--- src/rtl/memory_block.sv ---
// rtl/memory_block.sv - single-port synchronous scratch RAM behind a valid/ready request handshake
// Optional build macro MEMORY_PARITY_EN adds a stored even-parity bit per word and an rd_err output.
module memory_block #(
   parameter  int WIDTH      = 8,
   parameter  int DEPTH      = 32,
   localparam int ADDR_WIDTH = $clog2(DEPTH)
) (
   input  logic                  clk,
   input  logic                  rst,
   input  logic [ADDR_WIDTH-1:0] addr,
   input  logic                  wr_rd,
   input  logic [WIDTH-1:0]      wdata,
   input  logic                  valid,
   output logic [WIDTH-1:0]      rdata,
`ifdef MEMORY_PARITY_EN
   output logic                  rd_err,
`endif
   output logic                  ready
);

`ifdef MEMORY_PARITY_EN
   localparam int MEM_W = WIDTH + 1;
`else
   localparam int MEM_W = WIDTH;
`endif

   typedef enum logic {
      IDLE,
      ACK
   } state_t;

   state_t           state;
   logic [MEM_W-1:0] mem [DEPTH];
   logic [MEM_W-1:0] word;
   logic [MEM_W-1:0] wword;
   logic             in_range;

   // Only a non-power-of-two depth leaves address codes without a backing word.
   generate
      if (DEPTH == (2 ** ADDR_WIDTH)) begin : g_full_range
         assign in_range = 1'b1;
      end else begin : g_partial_range
         assign in_range = (int'(addr) < DEPTH);
      end
   endgenerate

   assign word = in_range ? mem[addr] : '0;

`ifdef MEMORY_PARITY_EN
   assign wword = {^wdata, wdata};
`else
   assign wword = wdata;
`endif

   always_ff @(posedge clk or negedge rst) begin
      if (!rst) begin
         state <= IDLE;
         ready <= 1'b0;
         rdata <= '0;
`ifdef MEMORY_PARITY_EN
         rd_err <= 1'b0;
`endif
         for (int i = 0; i < DEPTH; i++) begin
            mem[i] <= '0;
         end
      end else begin
         case (state)
            IDLE: begin
               if (valid) begin
                  state <= ACK;
                  ready <= 1'b1;
                  if (wr_rd) begin
                     if (in_range) begin
                        mem[addr] <= wword;
                     end
`ifdef MEMORY_PARITY_EN
                     rd_err <= 1'b0;
`endif
                  end else begin
                     rdata <= word[WIDTH-1:0];
`ifdef MEMORY_PARITY_EN
                     rd_err <= in_range && ((^word[WIDTH-1:0]) != word[WIDTH]);
`endif
                  end
               end else begin
                  ready <= 1'b0;
               end
            end
            // A held valid during ACK is deliberately not sampled, so it cannot double-accept.
            ACK: begin
               state <= IDLE;
               ready <= 1'b0;
            end
            default: begin
               state <= IDLE;
               ready <= 1'b0;
            end
         endcase
      end
   end

endmodule

--- config.mk ---
export PLATFORM = sky130hd
export DESIGN_NAME = memory_block
export DESIGN_NICKNAME = d
export VERILOG_FILES = /design/src/rtl/memory_block.sv
export SDC_FILE = /design/constraint.sdc
export NUM_CORES = 1
export LEC_CHECK = 0
export CAP_MARGIN = 0
export CORE_MARGIN = 4
export CORE_UTILIZATION = 59
export DETAILED_ROUTE_END_ITERATION = 8
export GPL_ROUTABILITY_DRIVEN = 0
export GPL_TIMING_DRIVEN = 0
export PLACE_DENSITY = 0.83
export SLEW_MARGIN = 20
export SYNTH_ARGS = -nofsm -noshare
export SYNTH_HDL_FRONTEND = slang
export SYNTH_SLANG_ARGS = --single-unit
--- constraint.sdc ---
create_clock -name clk -period 2.5 [get_ports clk]
set_clock_uncertainty 0.1 [all_clocks]
set_input_delay 0.5 -clock clk [delete_from_list [all_inputs] [get_ports clk]]
set_output_delay 0.5 -clock clk [all_outputs]
set_load 0.01 [all_outputs]
## After elaboration in Yosys (flattened, before gate mapping)

Cells that the tools add are included.

- Logic and storage cells: 50
- Input port bits: 17
- Register bits after elaboration: 265
- Output and inout bits: 9

- Order comparisons: 2
- Reduce and logical (&&, ||, !) cells: 3
- Mux-type cells: 8
- Bitwise logic cells: 3

Operators by type and width:

| cell | count |
|---|---|
| bitwise mux 256 bit | 1 |
| binary-select mux 8 bit (select 5 bit) | 1 |
| demux 8 bit (select 5 bit) | 1 |
| two-way mux 8 bit | 3 |
| greater-or-equal comparator 6 bit, second input constant | 1 |
| less-than comparator 6 x 1 -> 1 bit, second input constant | 1 |
| NOT 5 -> 6 bit | 1 |
| AND reduction 3 bit | 2 |
| NOT 1 bit | 2 |
| case mux 1 bit (2 select lines) | 1 |
| logical AND 1 bit | 1 |
| two-way mux 1 bit | 1 |

## Longest topological paths before layout

- Depth in word-level cells: 6
- Gate-level depth with buffers: 8
- Depth with buffers taken out: 4

## Worst setup path after synthesis

OpenSTA, ideal clock, no wires.

- Path kind: in2reg
- Start point: input addr[0]
- End point: register mem[152] in the netlist's numbering
- Buffers on the path: 2
- Setup slack: 0.474 ns
- Stages: 5
- Data arrival time: 1.802 ns
- Required time: 2.275 ns
- Library setup time: 0.125 ns
- Cell sequence: buf_6 -> or3_1 -> buf_6 -> nor3_4 -> mux2_2

- Word-level cells in the longest chain between the ends: 6
- Elaborated cells between the ends (all ways): 7
- Those cells by class: 2 x order compare; 3 x mux; 1 x bitwise; 1 x reduce/logical

Ends and longest elaborated chain:

| element | RTL line | text |
|---|---|---|
| start: declaration | 10 | `input logic [ADDR_WIDTH-1:0] addr,` |
| NOT 5 -> 6 bit (not written as such) * | 74 | `mem[addr] <= wword;` |
| greater-or-equal comparator 6 bit (not written as such) / less-than comparator 6 x 1 -> 1 bit (equally long branches) | 74 |  |
| logical AND 1 bit (not written as such) | 74 |  |
| two-way mux 8 bit (not written as such) | 74 |  |
| demux 8 bit (select 5 bit) * | 74 |  |
| bitwise mux 256 bit * | 74 |  |
| end signal: indexed assignment | 74 |  |
| end: declaration | 33 | `logic [MEM_W-1:0] mem [DEPTH];` |

Every way passes the cells marked *; elsewhere a longest branch is shown, timed or not.
A chain may end at the register's enable or synchronous reset.

## Worst setup path in the final report

- Start point: input addr[4]
- End point: register mem[242] in the netlist's numbering

Same word-level chain as after synthesis.

==> impl_metrics.tcl <==
set metrics [dict create \
    status "finished, final reports clean" \
    num_rows 52 \
    dp_slack_ns -0.836 \
    switching_share 0.244 \
    ff2ff_path_depth 5 \
    tightestPinTransition_ns 0.896 \
    nFillCells 1397 \
    synthesis.area_sq_mm 0.0122 \
    slew_violations 0 \
    post-route-period-util 0.997 \
    first_pass_iters 5 \
    nNetsFinal 874 \
    yosysWarnings 0 \
    h-tree-depth 1 \
    combPwrFrac 0.122 \
    area_delta_synth_final_pct 12.6 \
    numCtsBuffers 28 \
    grt_usage 0.286 \
    cp_top_family "simple AND/OR/NAND/NOR gates" \
    seq_power_share 0.495 \
    start_util 0.600 \
    arrival_ns 2.82 \
    syn_avg_cell_area_sq_um 15.2 \
    p_int_uw 7650 \
    path_depth 5 \
    grt_pass1_vias 7992 \
    insertion_delay_ns 0.55 \
    clkPwrFrac 0.384 \
    rsz0062_at_grt "yes" \
    max_stage_delay_ns 0.71 \
    vdd_drop_max_mv 0.567 \
    synth-seq-cells 265 \
    power.net_switching_uw 2470 \
    hold_violations 0 \
    setup_ws_ns 0.00632 \
    drt_iter0_markers 594 \
    grt_max_degree 102 \
    drive_above_1_share 0.473 \
    synth.yosys.seq_area_share 0.544 \
    worstSetupStartpointType "primary input" \
    max_cap_violations 0 \
    maxSlewHeadroom 0.398 \
    synthesis.nets 817 \
    finalSetupViolations 0 \
    cts_root_buf "clkbuf_16" \
    grt_pass1_wl_mm 48.1 \
    antenna_found_initial 0 \
    worstPathCellList "clkdlybuf4s50_1 > buf_2 > nor3_1 > nand2_2 > mux2_2" \
    power_uw 10100 \
    die_area_sq_mm 0.0230 \
    slowest_stage "nor3_1" \
    ys_async_sr_fraction 1.00 \
    multiInputGateArea_sq_mm 0.00529 \
    fp.dieW_microns 152 \
    fin_hold_ws_ns 0.398 \
    hpwl_mm 21.1 \
    crit_buf_inv 2 \
    n_antenna_cell 0 \
    synth_edf_count 0 \
    crit_type "primary input to register" \
    power_density_mw_per_mm2 737 \
    ys.flop_type "dfrtp_1" \
    p_leak_uw 0.00637 \
    boundaryPins 26 \
    required_ns 2.83 \
    vias_per_cell 6.60 \
    vias 7558 \
    crit_path_end_kind "register" \
    final_core_util 0.676 \
    grt_remaining_overflow 0 \
    syn_inst 800 \
    yosysUniqueCellTypes 50 \
    cts.reportedPaths.clkPinSlew_ns 0.06 \
    min_period_ns 2.49 \
    wl_per_cell_microns 27.4 \
    ant_nets 0 \
    cts.sinks 265 \
    die_h_microns 152 \
    critPathMaxFanout 10 \
    hp-class "primary input to async pin" \
    core-area_sq_mm 0.0203 \
    max_freq_ghz 0.401 \
    port_buffers 24 \
    cts_buffer_depth 3 \
    drc 0 \
    regArea_sq_mm 0.00663 \
    cts_tree "yes" \
    finalWirelength_mm 31.4 \
]
## area by class of cell
cell class,count,area share
buffer,54,0.0212
clock buffer,42,0.0593
clock inverter,6,0.00301
inverter,2,0.000547
multi-input combinational,479,0.385
sequential,265,0.483
tap,270,0.0246
timing repair buffer,27,0.0226
## cells in the final DEF (no fill, tap or decap), types with 13 or more instances in the layout
cell,n
mux4_2,50
clkdlybuf4s50_1,23
nand2_1,15
mux2_2,259
dfrtp_1,265
clkbuf_1,35
a22oi_1,16
mux2i_1,25
clkbuf_16,28
nor2_1,15
buf_2,13
## worst paths after layout
| check | startpoint | end | slack [ns] |
|---|---|---|---|
| max | addr[4] | mem[242] | 0.006 |
| min | rst | mem[49] | 0.40 |
| max reg2reg | state | rdata[0] | 0.11 |
| min reg2reg | mem[37] | mem[37] | 0.40 |
| max in group asynchronous | rst | mem[13] | 1.02 |
| min in group clk | mem[37] | mem[37] | 0.40 |
## routing by layer
layer | global-route usage | vias up | share of wire
met4 | 0.109 | 0 | 0.042
met3 | 0.0577 | 103 | 0.071
met2 | 0.454 | 322 | 0.47
li1 | - | 3121 | -
met1 | 0.394 | 4012 | 0.42
met5 | 0 | - | 0
## power by group through the flow
stage	Sequential [uW]	Clock [uW]	Combinational, uW
2_1_floorplan	4990	0	819
3_3_place_gp	5050	0	1170
3_5_place_dp	5070	0	1230
4_1_cts	5000	3910	1240
5_1_grt	5050	4080	1330
6_report	5010	3880	1230
## registers in the layout, indices dropped and copies added, names as in the netlist
name and count:
mem 256, rdata 8, state 1
## synth_stat cells (all sizes together), types with 2 or more instances
library cell | n | area, sq um
dfrtp | 265 | 6630
mux2 | 260 | 2930
mux4 | 50 | 1130
clkbuf | 29 | 109
nor2 | 27 | 131
buf | 25 | 175
mux2i | 25 | 250
nand2 | 25 | 106
a22oi | 16 | 120
nor3 | 9 | 90.1
o21ai | 7 | 35.0
o22ai | 6 | 37.5
a41oi | 5 | 51.3
and3 | 4 | 25.0
and3b | 4 | 35.0
nor2b | 4 | 25.0
nor3b | 4 | 40.0
a31oi | 3 | 18.8
nand2b | 3 | 18.8
or4b | 3 | 30.0
a211oi | 2 | 15.0
and2 | 2 | 12.5
inv | 2 | 7.51
nand4b | 2 | 17.5
## logic make-up (layout without fill, tap and decap cells)
family / after synthesis / count (layout) / synth area share
compound gates: 48 / 48 / 0.0292
buf+inv: 56 / 131 / 0.0239
flops: 265 / 265 / 0.544
mux: 335 / 335 / 0.353
simple gates: 96 / 96 / 0.0494
## worst register-to-register path, cell delays in order, from the launching register on
cell and delay (ns):
dfrtp_1 0.43, nor3b_2 0.59, clkbuf_1 0.64, o21ai_0 0.23, nor3_1 0.19, a31oi_1 0.09
## stage by stage
stage          instance area (sq um)  TNS (ns)  std cells
6_report                       13700         0       1145
5_1_grt                        13700    -0.117       1145
4_1_cts                        13700    -0.802       1145
3_5_place_dp                   12800    -92.59       1096
3_3_place_gp                   12800  -2841.52       1094
2_1_floorplan                  12200         0        800
## repair_timing
action | 4_1_cts | 5_1_grt
endpoints found under the setup margin | 22 | 44
hold buffers | 1 | 0
hold endpoints to repair | 64 | 0
buffers inserted | 0 | 0
gates resized for setup | 3 | 10
Note: power is estimated with default switching activity, not from simulation.
